### config.mk
export PLATFORM = sky130hd
export DESIGN_NAME = rgbw_fader
export DESIGN_NICKNAME = d
export VERILOG_FILES = /design/src/rtl/rgbw_pkg.sv /design/src/rtl/fader_channel.sv /design/src/rtl/rgbw_fader.sv
export SDC_FILE = /design/constraint.sdc
export NUM_CORES = 1
export LEC_CHECK = 0
export ABC_CLOCK_PERIOD_IN_PS = 9900
export BUFFER_PORTS_ARGS = -buffer_cell sky130_fd_sc_hd__buf_2
export CAP_MARGIN = 20
export CORE_MARGIN = 8
export CORE_UTILIZATION = 60
export DETAILED_ROUTE_END_ITERATION = 8
export PLACE_DENSITY_LB_ADDON = 0.3
export SYNTH_ARGS = -nofsm -noshare
export SYNTH_HDL_FRONTEND = slang
export SYNTH_SLANG_ARGS = --single-unit
export TNS_END_PERCENT = 50
### constraint.sdc
create_clock -name clk -period 9.9 [get_ports clk]
set_input_delay 0.99 -clock clk [delete_from_list [all_inputs] [get_ports clk]]
set_output_delay 0.99 -clock clk [all_outputs]
set_load 0.005 [all_outputs]
### src/rtl/rgbw_pkg.sv
// Shared definitions for the RGBW fader: channel count, duty width,
// default counter widths, fader state encoding and the square-law
// helper used by the optional gamma output stage.
package rgbw_pkg;

  localparam int NUM_CH     = 4;
  localparam int DUTY_W     = 8;
  localparam int FRAME_BITS = 8;
  localparam int RATE_BITS  = 4;

  typedef logic [DUTY_W-1:0] duty_t;

  typedef enum logic {
    IDLE   = 1'b0,
    FADING = 1'b1
  } fade_state_t;

  // Square-law correction: (v*v + 255) >> 8. The 16-bit sum peaks at
  // 65025 + 255 = 65280, so it never overflows, and 255 maps back to 255.
  function automatic duty_t gamma_sq(input duty_t v);
    logic [2*DUTY_W-1:0] sq;
    logic [2*DUTY_W-1:0] sum;
    sq  = {{DUTY_W{1'b0}}, v} * {{DUTY_W{1'b0}}, v};
    sum = sq + {{DUTY_W{1'b0}}, {DUTY_W{1'b1}}};
    return sum[2*DUTY_W-1:DUTY_W];
  endfunction

endpackage

### src/rtl/fader_channel.sv
// One fader channel: holds its target and current duty, moves the current
// duty one LSB toward the target on each step, and drives the duty output.
// Optional macro RGBW_FADER_GAMMA_EN adds a registered square-law output
// stage; without it the duty output is the current value directly.
module fader_channel
  import rgbw_pkg::*;
(
  input  logic  clk,
  input  logic  reset,
  input  logic  load,
  input  duty_t target_in,
  input  logic  step,
  output duty_t cur,
  output duty_t duty,
  output logic  at_target
);

  duty_t target_q;
  duty_t cur_q;
  duty_t cur_next;

  // Value the channel moves to on a step: one LSB toward the target, never past it.
  always_comb begin
    // NOTE: default assignment first so every path drives cur_next; a missing
    // else branch here would otherwise infer a latch.
    cur_next = cur_q;
    if (cur_q < target_q) begin
      cur_next = cur_q + duty_t'(1);
    end else if (cur_q > target_q) begin
      cur_next = cur_q - duty_t'(1);
    end
  end

  // Target capture on load and current-duty stepping; the top never raises
  // step together with load, so the two updates are independent.
  always_ff @(posedge clk or negedge reset) begin
    if (!reset) begin
      // NOTE: non-blocking assignments in clocked blocks so every register
      // samples pre-edge values regardless of statement order.
      target_q <= '0;
      cur_q    <= '0;
    end else begin
      if (load) begin
        target_q <= target_in;
      end
      if (step) begin
        cur_q <= cur_next;
      end
    end
  end

  assign cur       = cur_q;
  // True when the pending step lands exactly on the target, which is how
  // the top detects the end of a fade on the same edge as the final step.
  assign at_target = (cur_next == target_q);

`ifdef RGBW_FADER_GAMMA_EN
  duty_t duty_q;

  // Registered square-law output stage.
  always_ff @(posedge clk or negedge reset) begin
    if (!reset) begin
      duty_q <= '0;
    end else begin
      duty_q <= gamma_sq(cur_q);
    end
  end

  assign duty = duty_q;
`else
  assign duty = cur_q;
`endif

endmodule

### src/rtl/rgbw_fader.sv
// RGBW fader top: frame counter matching the PWM period, rate divider,
// IDLE/FADING control and busy/done status around four fader channels.
// Optional macro RGBW_FADER_GAMMA_EN: square-law duty outputs with one extra
// register stage; busy and done are delayed by one cycle to stay aligned.
module rgbw_fader #(
  parameter int FRAME_BITS = rgbw_pkg::FRAME_BITS,
  parameter int RATE_BITS  = rgbw_pkg::RATE_BITS
) (
  input  logic                 clk,
  input  logic                 reset,
  input  logic [7:0]           target0,
  input  logic [7:0]           target1,
  input  logic [7:0]           target2,
  input  logic [7:0]           target3,
  input  logic [RATE_BITS-1:0] rate,
  input  logic                 load,
  output logic [7:0]           duty0,
  output logic [7:0]           duty1,
  output logic [7:0]           duty2,
  output logic [7:0]           duty3,
  output logic                 busy,
  output logic                 done
);

  import rgbw_pkg::*;

  logic [FRAME_BITS-1:0] frame_cnt;
  logic                  frame_end;
  logic [RATE_BITS-1:0]  rate_q;
  logic [RATE_BITS-1:0]  rate_cnt;
  logic                  step_tick;
  logic                  ch_step;

  fade_state_t state;
  fade_state_t state_next;
  logic        done_q;
  logic        done_next;

  duty_t              tgt_in [NUM_CH];
  duty_t              cur    [NUM_CH];
  duty_t              duty   [NUM_CH];
  logic [NUM_CH-1:0]  settle;
  logic [NUM_CH-1:0]  match;
  logic               any_diff;
  logic               all_settle;

  assign tgt_in[0] = target0;
  assign tgt_in[1] = target1;
  assign tgt_in[2] = target2;
  assign tgt_in[3] = target3;

  // Free-running frame counter; its wrap marks the PWM period boundary.
  always_ff @(posedge clk or negedge reset) begin
    if (!reset) begin
      frame_cnt <= '0;
    end else begin
      frame_cnt <= frame_cnt + FRAME_BITS'(1);
    end
  end

  assign frame_end = &frame_cnt;
  assign step_tick = frame_end && (rate_cnt == rate_q);

  // Rate capture and frame divider; a load restarts the divider, which also
  // discards a step_tick that lands on the same edge.
  always_ff @(posedge clk or negedge reset) begin
    if (!reset) begin
      rate_q   <= '0;
      rate_cnt <= '0;
    end else if (load) begin
      rate_q   <= rate;
      rate_cnt <= '0;
    end else if (frame_end) begin
      rate_cnt <= step_tick ? '0 : rate_cnt + RATE_BITS'(1);
    end
  end

  // Channels only move while fading, and never on a load edge.
  assign ch_step = step_tick && (state == FADING) && !load;

  for (genvar i = 0; i < NUM_CH; i++) begin : g_ch
    fader_channel u_ch (
      .clk       (clk),
      .reset     (reset),
      .load      (load),
      .target_in (tgt_in[i]),
      .step      (ch_step),
      .cur       (cur[i]),
      .duty      (duty[i]),
      .at_target (settle[i])
    );
    assign match[i] = (tgt_in[i] == cur[i]);
  end

  assign any_diff   = ~&match;
  assign all_settle = &settle;

  // Next state and done pulse: a load either starts a fade or completes at
  // once; otherwise a fade ends on the step that lands every channel.
  always_comb begin
    state_next = state;
    done_next  = 1'b0;
    if (load) begin
      if (any_diff) begin
        state_next = FADING;
      end else begin
        state_next = IDLE;
        done_next  = 1'b1;
      end
    end else if (ch_step && all_settle) begin
      state_next = IDLE;
      done_next  = 1'b1;
    end
  end

  // State register and one-cycle done pulse.
  always_ff @(posedge clk or negedge reset) begin
    if (!reset) begin
      state  <= IDLE;
      done_q <= 1'b0;
    end else begin
      state  <= state_next;
      done_q <= done_next;
    end
  end

`ifdef RGBW_FADER_GAMMA_EN
  logic busy_d;
  logic done_d;

  // Delay status by one cycle to match the gamma stage in the channels.
  always_ff @(posedge clk or negedge reset) begin
    if (!reset) begin
      busy_d <= 1'b0;
      done_d <= 1'b0;
    end else begin
      busy_d <= (state == FADING);
      done_d <= done_q;
    end
  end

  assign busy = busy_d;
  assign done = done_d;
`else
  assign busy = (state == FADING);
  assign done = done_q;
`endif

  assign duty0 = duty[0];
  assign duty1 = duty[1];
  assign duty2 = duty[2];
  assign duty3 = duty[3];

endmodule

## Yosys cells after proc, flatten, opt, wreduce, memory -nomap -nowiden

Index checks and enable logic that the tools add are counted.

- Flip-flop bits (word level): 82
- Input bits: 39
- Output and inout port bits: 34

- $add $sub $neg: 10
- $lt $le $gt $ge: 8
- Equal/unequal tests: 9
- Muxes and demuxes: 17
- Reduce and logical (&&, ||, !) cells: 10

Operators with widths:

| cell | number |
|---|---|
| equality test 8 bit | 8 |
| two-way mux 8 bit | 8 |
| adder 8 x 1 -> 8 bit, second input constant | 5 |
| greater-than comparator 8 bit | 4 |
| < comparator 8 bit | 4 |
| subtractor 8 x 1 -> 8 bit, second input constant | 4 |
| two-way mux 4 bit | 3 |
| AND reduction 4 bit | 2 |
| AND reduction 8 bit | 1 |
| two-way mux 1 bit | 6 |
| adder 4 x 1 -> 4 bit, second input constant | 1 |
| equality test 4 bit | 1 |
| logical AND 1 bit | 4 |
| nonzero test 2 bit | 2 |
| logical NOT 1 bit | 1 |

## Depth between registers and ports, before layout

- Depth in word-level cells: 8
- Depth in mapped cells: 13
- Gate-level depth less buffers: 11

## By module

A second synthesis with hierarchy kept.

- Cells, all modules: 742
- Area total of the unflattened synthesis: 6791.5 um^2

Modules (own cells, without submodules):

| module | instances | cells each | area each (um^2) | seq. area each (um^2) |
|---|---|---|---|---|
| fader_channel | 4 | 157 | 1402.6 | 400.4 |
| rgbw_fader | 1 | 114 | 1181.1 | 450.4 |

## Worst setup path after synthesis

OpenSTA, ideal clock, no wires.

- Path kind: register -> register
- Start point: register g_ch[3].u_ch.cur_q[0]
- End point: register state (netlist: busy)
- Data arrival time: 3461 ps
- Required time: 9769 ps
- Slack: 6308 ps
- Cell stages (with the launch flop): 14
- Path buffers: 2
- Clock period less this slack: 3592 ps
- Path through: dfrtp_1 clkbuf_1 inv_1 ha_1 nand4_1 or2_1 clkbuf_1 a31o_1 a211o_1 a2111o_1 or4_1 or4_1 nor4_1 a21oi_1

- Longest elaborated chain between the ends: 7
- Elaborated cells between the ends (all ways): 14

Ends and longest elaborated chain:

| element | RTL line | RTL |
|---|---|---|
| start, declared | fader_channel.sv:19 | `duty_t cur_q;` |
| start signal, assigned | fader_channel.sv:47 | `cur_q <= cur_next;` |
| subtractor 8 x 1 -> 8 bit or greater-than comparator 8 bit (tied branches) | fader_channel.sv:30, fader_channel.sv:29 |  |
| two-way mux 8 bit | fader_channel.sv:29 | `end else if (cur_q > target_q) begin` |
| two-way mux 8 bit | fader_channel.sv:27 | `if (cur_q < target_q) begin` |
| equality test 8 bit | fader_channel.sv:55 | `assign at_target = (cur_next == target_q);` |
| AND reduction 4 bit | rgbw_fader.sv:96 | `assign all_settle = &settle;` |
| logical AND 1 bit | rgbw_fader.sv:110 | `end else if (ch_step && all_settle) begin` |
| nonzero test 2 bit (no line) | -- |  |
| end signal, assigned | rgbw_fader.sv:122 | `state <= state_next;` |
| end, declared | rgbw_fader.sv:34 | `fade_state_t state;` |

Several ways; a longest one is shown, not always the timed one.
A chain may end at the register's enable or synchronous reset.

## Worst setup path after layout

- Start point: input port load
- End point: register state (netlist: busy)

- Longest elaborated chain between the ends: 4
- Elaborated cells between the ends (all ways): 5

Ends and longest elaborated chain:

| element | RTL line | RTL |
|---|---|---|
| start, declared | rgbw_fader.sv:16 | `input logic load,` |
| logical NOT 1 bit | rgbw_fader.sv:79 | `assign ch_step = step_tick && (state == FADING) && !load;` |
| logical AND 1 bit | rgbw_fader.sv:79 |  |
| logical AND 1 bit | rgbw_fader.sv:110 |  |
| nonzero test 2 bit (no line) | -- |  |

Several ways; a longest one is shown, not always the timed one.

==> results.ini <==
[status]
run_status=complete, no violations

[timing]
fin_crit_sh_pct=44.1
fin_skew_ns=0.00967
tightest_slew_ns=0.948
rsz0062_at_grt=no
drv_slew=0
slew_headroom_pct=36.8
timing.setup.tns_ns=0
fin_crit_ns=4.37
fmax_mhz=229
final-hold-violation-count=0
holdWs_ns=0.486
finalSetupViolations=0

[clock_tree]
root_buffer=clkbuf_16
clock_path_buffers=2
cts.sinks=82
hold_buffers=0
insertion_delay_ns=0.36
cts_buffers=9
post_cts_buffers=0
cts-resized-gates=0
cts_tree=done
clk_pin_slew_ns=0.07
htree_num_levels=3

[layout]
fin_nets=998
diodes=0
layout.cells.most_common=nand2_1
regArea_sq_um=2050
stdcell_count=1069
layout-drive-gt1-share_pct=12.4
mostFrequentLayoutCells=83 x nand2_1, 82 x dfrtp_1, 71 x buf_2
multiInputGateArea_sq_um=4740
area_growth_pct=9.94
fill_cells=1028

[placement]
port_buffers=72
dp.cells=1052
gp_congestion=1.01
post-dp-hpwl_mm=16.4

[synthesis]
netlist_instances=878
synth_cell_types=71
synth_area_sq_um=7150
syn_avg_cell_area_sq_um=8.15
synth.net_count=959
ys.flop_type=dfrtp_1
yosysSeqAreaShare_pct=28.7
synth_edf_count=0
yosys_warnings=0
synthArstFlopShare_pct=100
ys_ff_latch=82

[die]
num_rows=40
dieArea_sq_um=15700
core-area_sq_um=11800
io_pins=73
start_util_pct=60.6
dieWidth_um=125
die_y_um=125

[setup_path]
worst_setup_path_start_kind=primary input
timing.rr.end=busy
path_class=in -> reg
worstPathRequired_ns=10.13
crit_top_cell=or4_1
slowest_stage=and3b_1
crit_fanout=72
rr_startpoint=rate_cnt[2]
arrival_ns=4.60
cp-end-kind=flop
max_stage_delay_ns=0.82
r2r_cells=9
reg2reg_slack_ns=5.76
cp_cell_sequence=buf_2, buf_4, nor2b_1, and3b_1, o2111ai_1, or4_1, or4_1, or4_1, nor4_1, a21oi_1

[flow_run]
drv_cap=0

[routing]
firstDrtPassIters=6
vias=7015
antenna_left=0
drt-total-wl_mm=21.7
wl_per_cell_um=20.3
via_per_inst=6.56
drc=0
drtIter0Drc=899

[grt]
track_usage_pct=27.7
grt_max_degree=83
grt_pass1_vias=6693
antenna_found_initial=0
grt_pass1_wl_mm=35.1
grt.overflow.total=0

[power]
ir_drop_mv=0.100
p_leak_nw=3.55
powerDensity_nw_per_um2=110
power_switching_mw=0.260
p_comb_share_pct=17.2
p_int_mw=0.602
pwr-share-clk_pct=40.7
switching_share_pct=30.1
p_seq_share_pct=42.1

[worst_hold_path]
whs_endpoint=frame_cnt[5]
min_from=frame_cnt[5]
hp-class=reg -> reg
hold_depth=1

cells by family (layout without fill, tap and decap cells):
logic type / Yosys count / in the layout / share of synthesized area [%]
AO/OA/AOI/OAI: 219 / 219 / 20.5
multiplexers: 11 / 11 / 1.70
flip-flops: 82 / 82 / 28.7
AND/OR/NAND/NOR: 318 / 318 / 23.0
XOR/XNOR: 112 / 112 / 13.7
buffers and inverters: 94 / 138 / 5.06
adder cells (fa/ha/maj): 42 / 42 / 7.35
power by group through the flow:
stage	logic, mW	clock network [mW]	registers, mW
6_report	0.148	0.351	0.363
5_1_grt	0.162	0.362	0.364
4_1_cts	0.144	0.352	0.362
3_5_place_dp	0.142	0	0.368
3_3_place_gp	0.141	0	0.368
2_1_floorplan	0.0930	0	0.364
worst max path at each step:
| stage | start | to | slack, ns | cells past startpoint |
|---|---|---|---|---|
| 2_1_floorplan | g_ch[3].u_ch.cur[0] | busy | 6.31 | 13 |
| 3_3_place_gp | load | busy | 5.45 | 10 |
| 3_5_place_dp | load | busy | 5.29 | 10 |
| 4_1_cts | load | busy | 5.62 | 10 |
| 5_1_grt | load | busy | 5.30 | 10 |
| 6_report | load | busy | 5.53 | 10 |
routing by layer:
layer	track usage [%]	routed length, um	vias up
li1	-	-	3275
met1	36.5	9330	3306
met2	42.7	9700	367
met3	5.35	1810	67
met4	13.5	881	0
met5	0	0	-
flip-flops by register name (all words and copies together) (netlist names):
signal / flops
busy: 1
done: 1
frame_cnt: 8
g_ch.u_ch.cur: 32
g_ch.u_ch.target_q: 32
rate_cnt: 4
rate_q: 4
area by class of cell:
cell class              count  share of cell area, %
clock buffers              10                   2.91
well taps                 147                   2.34
flip-flops and latches     82                   26.1
multi-input cells         702                   60.3
inverters                  46                   2.20
clock inverters             6                  0.939
repair buffers             76                   5.25
worst max-delay path: cells and delay by family:
family / cells / cell delay [ns]
buf+inv: 2 / 0.42
compound gates: 2 / 0.30
simple gates: 6 / 2.85
Yosys cell counts (6+ instances only):
| master | n | area [sq um] |
|---|---|---|
| a2111oi_0 | 9 | 78.8 |
| a211oi_1 | 10 | 75.1 |
| a21o_1 | 9 | 67.6 |
| a21oi_1 | 48 | 240 |
| a31oi_1 | 6 | 37.5 |
| and3_1 | 16 | 100 |
| buf_2 | 7 | 35.0 |
| clkbuf_1 | 40 | 150 |
| dfrtp_1 | 82 | 2050 |
| ha_1 | 42 | 526 |
| inv_1 | 44 | 165 |
| mux2_2 | 9 | 101 |
| nand2_1 | 83 | 312 |
| nand3_1 | 31 | 155 |
| nand4_1 | 15 | 93.8 |
| nor2_1 | 64 | 240 |
| nor2b_1 | 8 | 50.1 |
| nor3_1 | 24 | 120 |
| nor4_1 | 18 | 113 |
| o2111ai_1 | 8 | 70.1 |
| o211ai_1 | 13 | 97.6 |
| o21a_1 | 8 | 60.1 |
| o21ai_0 | 59 | 295 |
| or3_1 | 12 | 75.1 |
| or4_1 | 16 | 120 |
| xnor2_1 | 54 | 473 |
| xor2_1 | 58 | 508 |
per-stage QoR:
| step | power, mW | util, % | instance area (sq um) | setup slack, ns |
|---|---|---|---|---|
| 5_1_grt | 0.889 | 66.6 | 7860 | 5.30 |
| 4_1_cts | 0.858 | 66.3 | 7840 | 5.62 |
| 6_report | 0.861 | 66.6 | 7860 | 5.53 |
| 3_5_place_dp | 0.511 | 63.8 | 7530 | 5.29 |
| 2_1_floorplan | 0.457 | - | 7150 | 6.31 |
| 3_3_place_gp | 0.508 | 63.8 | 7530 | 5.45 |
(Power assumes the default switching activity.)
